===== src/rtl/mult_ctrl_pkg.sv =====
// Shared constants for the sequential-multiplier scheduler: FSM state codes,
// the default operand width and the two-way round-robin pick.
package mult_ctrl_pkg;

  localparam int MULT_W = 6;

  localparam logic [1:0] S_IDLE = 2'd0;
  localparam logic [1:0] S_LOAD = 2'd1;
  localparam logic [1:0] S_RUN  = 2'd2;
  localparam logic [1:0] S_DONE = 2'd3;

  // A lone requester always wins; on a tie the pointer holder wins.
  function automatic logic [1:0] rr_pick(input logic [1:0] req, input logic ptr);
    logic [1:0] grant;
    case (req)
      2'b01:   grant = 2'b01;
      2'b10:   grant = 2'b10;
      2'b11:   grant = ptr ? 2'b10 : 2'b01;
      default: grant = 2'b00;
    endcase
    return grant;
  endfunction

endpackage


===== src/rtl/rr_arb2.sv =====
// Two-way round-robin arbiter. Purely combinational; the pointer is owned by
// the caller, and no grant is issued unless update is asserted.
module rr_arb2
  import mult_ctrl_pkg::*;
(
  input  logic [1:0] i_req,
  input  logic       i_ptr,
  input  logic       i_update,
  output logic [1:0] o_grant
);

  // One-hot grant, or zero when not arbitrating
  always_comb begin
    o_grant = 2'b00;
    if (i_update) begin
      o_grant = rr_pick(i_req, i_ptr);
    end else begin
      o_grant = 2'b00;
    end
  end

endmodule


===== src/rtl/seq_mult_sched.sv =====
// Schedules one shared right-shift multiplier between two requesters:
// arbitrate, load, iterate WIDTH cycles, capture, then pulse done to the owner.
module seq_mult_sched
  import mult_ctrl_pkg::*;
#(
  parameter int WIDTH = MULT_W
) (
  input  logic                 clk,
  input  logic                 rst,
  input  logic                 req0,
  input  logic                 req1,
  input  logic [WIDTH-1:0]     a0,
  input  logic [WIDTH-1:0]     a1,
  input  logic [WIDTH-1:0]     b0,
  input  logic [WIDTH-1:0]     b1,
  output logic                 gnt0,
  output logic                 gnt1,
  output logic                 done0,
  output logic                 done1,
  output logic [2*WIDTH-1:0]   result,
  output logic                 busy,
  output logic                 mul_load,
  output logic                 mul_hold,
  output logic [WIDTH-1:0]     mul_a,
  output logic [WIDTH-1:0]     mul_b,
  input  logic [2*WIDTH-1:0]   mul_product
);

  localparam int              CNT_W    = (WIDTH > 1) ? $clog2(WIDTH) : 1;
  localparam logic [CNT_W-1:0] CNT_LAST = CNT_W'(WIDTH - 1);

  logic [1:0]           r_state;
  logic [1:0]           w_next_state;
  logic [CNT_W-1:0]     r_cnt;
  logic                 r_ptr;
  logic                 r_owner;
  logic [1:0]           r_gnt;
  logic [1:0]           r_done;
  logic [2*WIDTH-1:0]   r_result;
  logic [WIDTH-1:0]     r_mul_a;
  logic [WIDTH-1:0]     r_mul_b;
  logic [1:0]           w_grant;
  logic                 w_arb_update;
  logic                 w_mul_load;
  logic                 w_mul_hold;
  logic                 w_busy;

  // Arbitration only happens in IDLE, which includes the done-pulse cycle
  assign w_arb_update = (r_state == S_IDLE);

  rr_arb2 u_arb (
    .i_req    ({req1, req0}),
    .i_ptr    (r_ptr),
    .i_update (w_arb_update),
    .o_grant  (w_grant)
  );

  // FSM state register
  always_ff @(posedge clk or posedge rst) begin
    if (rst) begin
      r_state <= S_IDLE;
    end else begin
      r_state <= w_next_state;
    end
  end

  // FSM next-state logic
  always_comb begin
    w_next_state = r_state;
    case (r_state)
      S_IDLE: begin
        if (w_grant != 2'b00) begin
          w_next_state = S_LOAD;
        end else begin
          w_next_state = S_IDLE;
        end
      end
      S_LOAD: w_next_state = S_RUN;
      S_RUN: begin
        if (r_cnt == CNT_LAST) begin
          w_next_state = S_DONE;
        end else begin
          w_next_state = S_RUN;
        end
      end
      S_DONE:  w_next_state = S_IDLE;
      default: w_next_state = S_IDLE;
    endcase
  end

  // FSM outputs: multiplier control and busy, decoded from the state register
  always_comb begin
    w_mul_load = 1'b0;
    w_mul_hold = 1'b1;
    w_busy     = 1'b1;
    case (r_state)
      S_IDLE: begin
        w_mul_load = 1'b0;
        w_mul_hold = 1'b1;
        w_busy     = 1'b0;
      end
      S_LOAD: begin
        w_mul_load = 1'b1;
        w_mul_hold = 1'b0;
        w_busy     = 1'b1;
      end
      S_RUN: begin
        w_mul_load = 1'b0;
        w_mul_hold = 1'b0;
        w_busy     = 1'b1;
      end
      S_DONE: begin
        w_mul_load = 1'b0;
        w_mul_hold = 1'b1;
        w_busy     = 1'b1;
      end
      default: begin
        w_mul_load = 1'b0;
        w_mul_hold = 1'b1;
        w_busy     = 1'b0;
      end
    endcase
  end

  // Job datapath: operand latch, iteration count, grant/done, result, pointer
  always_ff @(posedge clk or posedge rst) begin
    if (rst) begin
      r_cnt    <= {CNT_W{1'b0}};
      r_ptr    <= 1'b0;
      r_owner  <= 1'b0;
      r_gnt    <= 2'b00;
      r_done   <= 2'b00;
      r_result <= {(2*WIDTH){1'b0}};
      r_mul_a  <= {WIDTH{1'b0}};
      r_mul_b  <= {WIDTH{1'b0}};
    end else begin
      r_done <= 2'b00;
      case (r_state)
        S_IDLE: begin
          if (w_grant != 2'b00) begin
            r_gnt   <= w_grant;
            r_owner <= w_grant[1];
            r_mul_a <= w_grant[1] ? a1 : a0;
            r_mul_b <= w_grant[1] ? b1 : b0;
          end else begin
            r_gnt <= 2'b00;
          end
        end
        S_LOAD: begin
          r_cnt <= {CNT_W{1'b0}};
        end
        S_RUN: begin
          r_cnt <= r_cnt + CNT_W'(1);
        end
        S_DONE: begin
          // The done pulse lands in the following IDLE cycle
          r_result <= mul_product;
          r_done   <= r_gnt;
          r_gnt    <= 2'b00;
          r_ptr    <= ~r_owner;
        end
        default: begin
          r_gnt <= 2'b00;
        end
      endcase
    end
  end

  assign gnt0     = r_gnt[0];
  assign gnt1     = r_gnt[1];
  assign done0    = r_done[0];
  assign done1    = r_done[1];
  assign result   = r_result;
  assign busy     = w_busy;
  assign mul_load = w_mul_load;
  assign mul_hold = w_mul_hold;
  assign mul_a    = r_mul_a;
  assign mul_b    = r_mul_b;

endmodule


===== config.mk =====
export PLATFORM = sky130hd
export DESIGN_NAME = seq_mult_sched
export DESIGN_NICKNAME = d
export VERILOG_FILES = /design/src/rtl/mult_ctrl_pkg.sv /design/src/rtl/rr_arb2.sv /design/src/rtl/seq_mult_sched.sv
export SDC_FILE = /design/constraint.sdc
export NUM_CORES = 1
export LEC_CHECK = 0
export ABC_AREA = 1
export BUFFER_PORTS_ARGS = -buffer_cell sky130_fd_sc_hd__buf_2
export CAP_MARGIN = 20
export CORE_MARGIN = 1
export CORE_UTILIZATION = 46
export CTS_CLUSTER_DIAMETER = 100
export CTS_CLUSTER_SIZE = 16
export DETAILED_ROUTE_END_ITERATION = 16
export PLACE_DENSITY = 0.78
export REMOVE_ABC_BUFFERS = 1
export SLEW_MARGIN = 10
export SYNTH_ARGS = -nofsm -noshare
export SYNTH_HDL_FRONTEND = slang
export SYNTH_HIERARCHICAL = 1
export SYNTH_SLANG_ARGS = --single-unit

===== constraint.sdc =====
create_clock -name clk -period 1.89 [get_ports clk]
set_input_delay 0.189 -clock clk [delete_from_list [all_inputs] [get_ports clk]]
set_output_delay 0.189 -clock clk [all_outputs]
set_load 0.02 [all_outputs]

==> impl_metrics.toml <==
[logic_synthesis]
yosys-top-cells-area = "dfrtp_1 55%, nand2_1 27%, nand3_1 5.0%"
ys_top_cells_by_count = "113 x nand2_1, 35 x dfrtp_1, 16 x nand3_1"
synthDistinctLibCells = 12
syn_inst = 200
yosysWarnings = 6
synthMuxAreaShare = 0
synth_edf_count = 0
postSynth.asyncResetShare = 1.00
synth_compound_area_frac = 0.0196
yosysTopAreaCell = "dfrtp_1"
ys_seq_area_frac = 0.549
synth_adder_area_share = 0.0470
synthDominantCellAreaShare = 0.549
synth_xor_area_frac = 0
avgSynthCellArea_sq_um = 7.98
synth_seq_cells = 35
synth_most_common_cell = "nand2_1"
synth_top_family_by_area = "simple AND/OR/NAND/NOR gates"
synth-simple-area-share = 0.328
synth_flop_cell = "dfrtp_1"
synthesis.area_sq_um = 1600

[cells_and_area]
nets = 327
final_core_utilization = 0.642
design_area_sq_um = 2140
fillCellCount = 316
drive_above_1_share = 0.330
antennaDiodeCount = 0
area_growth_pct = 34.2

[die]
initial_core_util = 0.478
dieWidth_um = 60.9
dieArea_sq_um = 3710
rows = 21
fp.dieH_um = 60.9
core_region_area_sq_um = 3340
ios = 71

[routing]
dr.pass1.iters = 4
wire_per_inst_um = 10.1
wl_mm = 3.33
drc = 0
routed_via_density = 4.55
drtAntennaViolNets = 0
first_iter_violations = 35
vias = 1494

[power_and_ir_drop]
power_density_nw_per_um2 = 1640
ir_drop_v = 0.000685
p_leak_nw = 1.30

[cts]
cts.sinks = 35
cts_tree = "done"
cts_root_buf = "clkbuf_4"
cts-buffers-inserted = 5
clock_path_buffers = 2
clkTransAtPathRegs_ns = 0.10
cts_max_level = 2
clock_latency_ns = 0.33

[sta]
skew_ns = 0.0105
rsz0062_at_grt = "no"
max_slew_margin = 0.695
drv_slew = 0
min_period_over_period = 0.901
worst_slew_pin_slew_ns = 0.457
hold_viol_final = 0
setup_viol = 0
timing.hold.ws_ns = 0.0567
min_period_ns = 1.70
max_freq_mhz = 587

[critical_path]
path_class = "register to register"
required_ns = 2.11
crit_path_start_kind = "register"
crit_fanout = 10
arrival_ns = 1.92
endpoint_kind = "register"

[placed_design]
gp_congestion = 0.704
portBuffers = 70
place_hpwl_mm = 2.38
dpl_cell_area_sq_um = 1990

[run_status]
status = "finished clean"

[global_routing]
grt_pass1_vias = 1257
antenna_found_initial = 0
grt_max_degree = 36
overflow = 0
grt_usage = 0.190
grt_pass1_wl_mm = 5.11

[flow_run]
cap_violations = 0

[worst_hold_path]
hold_class = "input port to register"
[metrics by stage]
step,std cells,power (mW),setup slack [ns],TNS [ns]
floorplan,193,2.42,-0.190,-2.43
global placement,313,2.95,0.149,0
detailed placement,313,2.99,0.0371,0
CTS,322,3.45,0.00348,0
global route,328,3.87,0.0514,0
finish,328,3.52,0.187,0
[power by group]
group	total, mW	internal (mW)	switching, mW
combinational	1.80	0.639	1.16
sequential	1.27	1.09	0.183
clock	0.451	0.217	0.233
total	3.52	1.94	1.58
[worst max-delay path, stage by stage (launching register included)]
cell and delay, ns:
dfrtp_1 0.41, inv_1 0.10, ha_2 0.26, nand2_1 0.07, a21oi_1 0.15, buf_6 0.19
clkinvlp_4 0.17, nand2_1 0.09, nand2_1 0.05, nand2_1 0.06, nand2_1 0.05
[flip-flops by register name (all words and copies together), names as in the netlist]
register / cells
result: 12
mul_a: 6
mul_b: 6
r_cnt: 3
r_done: 2
r_gnt: 2
r_state: 2
r_owner: 1
r_ptr: 1
[per-layer routing]
| metal | track usage | routed length, um | share of wire | vias up |
|---|---|---|---|---|
| li1 | - | - | - | 777 |
| met1 | 0.238 | 1580 | 0.48 | 654 |
| met2 | 0.311 | 1480 | 0.44 | 56 |
| met3 | 0.0405 | 204 | 0.061 | 7 |
| met4 | 0.0974 | 61 | 0.018 | 0 |
| met5 | 0 | 0 | 0 | - |
[path summary, 6_finish.rpt]
path	start	to	slack, ns	cells past startpoint
worst max-delay path	r_state[1]	mul_a[4]	0.19	10
max in group asynchronous	rst	r_state[1]	1.09	4
worst min register to register	result[1]	result[1]	0.47	2
worst min-delay path	mul_product[0]	result[0]	0.06	3
min in group asynchronous	rst	mul_a[2]	0.49	4
worst max register to register	r_state[1]	mul_a[4]	0.19	10
[repair_timing]
item,in CTS,in global routing
gates resized for setup,0,7
endpoints found under the setup margin,0,13
endpoints found under the hold margin,35,0
buffers inserted,0,5
hold buffers,1,0
[cell usage in the layout, fill, tap and decap left out, drive strengths merged]
cell / Yosys / final
inv: 13 / 12
clkinvlp: 0 / 3
nor2: 2 / 2
o21ai: 3 / 3
nand3: 16 / 16
dlygate4sd3: 0 / 1
clkbuf: 0 / 7
ha: 6 / 6
buf: 7 / 79
o22ai: 1 / 1
nand2: 115 / 115
a21oi: 2 / 2
dfrtp: 35 / 35
[kinds of logic (layout without fill, tap and decap cells)]
logic type | after synthesis | after routing
AO/OA/AOI/OAI | 6 | 6
adder cells (fa/ha/maj) | 6 | 6
buffers and inverters | 20 | 102
flip-flops | 35 | 35
AND/OR/NAND/NOR | 133 | 133
[area by class of cell]
| cell class | count | area [sq um] | area share |
|---|---|---|---|
| multi-input cells | 145 | 646 | 0.301 |
| clock inverters | 1 | 7.51 | 0.00350 |
| clock buffers | 7 | 65.1 | 0.0304 |
| flip-flops and latches | 35 | 876 | 0.409 |
| repair buffers | 80 | 432 | 0.201 |
| inverters | 13 | 52.6 | 0.0245 |
| well taps | 46 | 57.6 | 0.0269 |
| repair inverters | 1 | 7.51 | 0.00350 |
(Power assumes the default switching activity.)
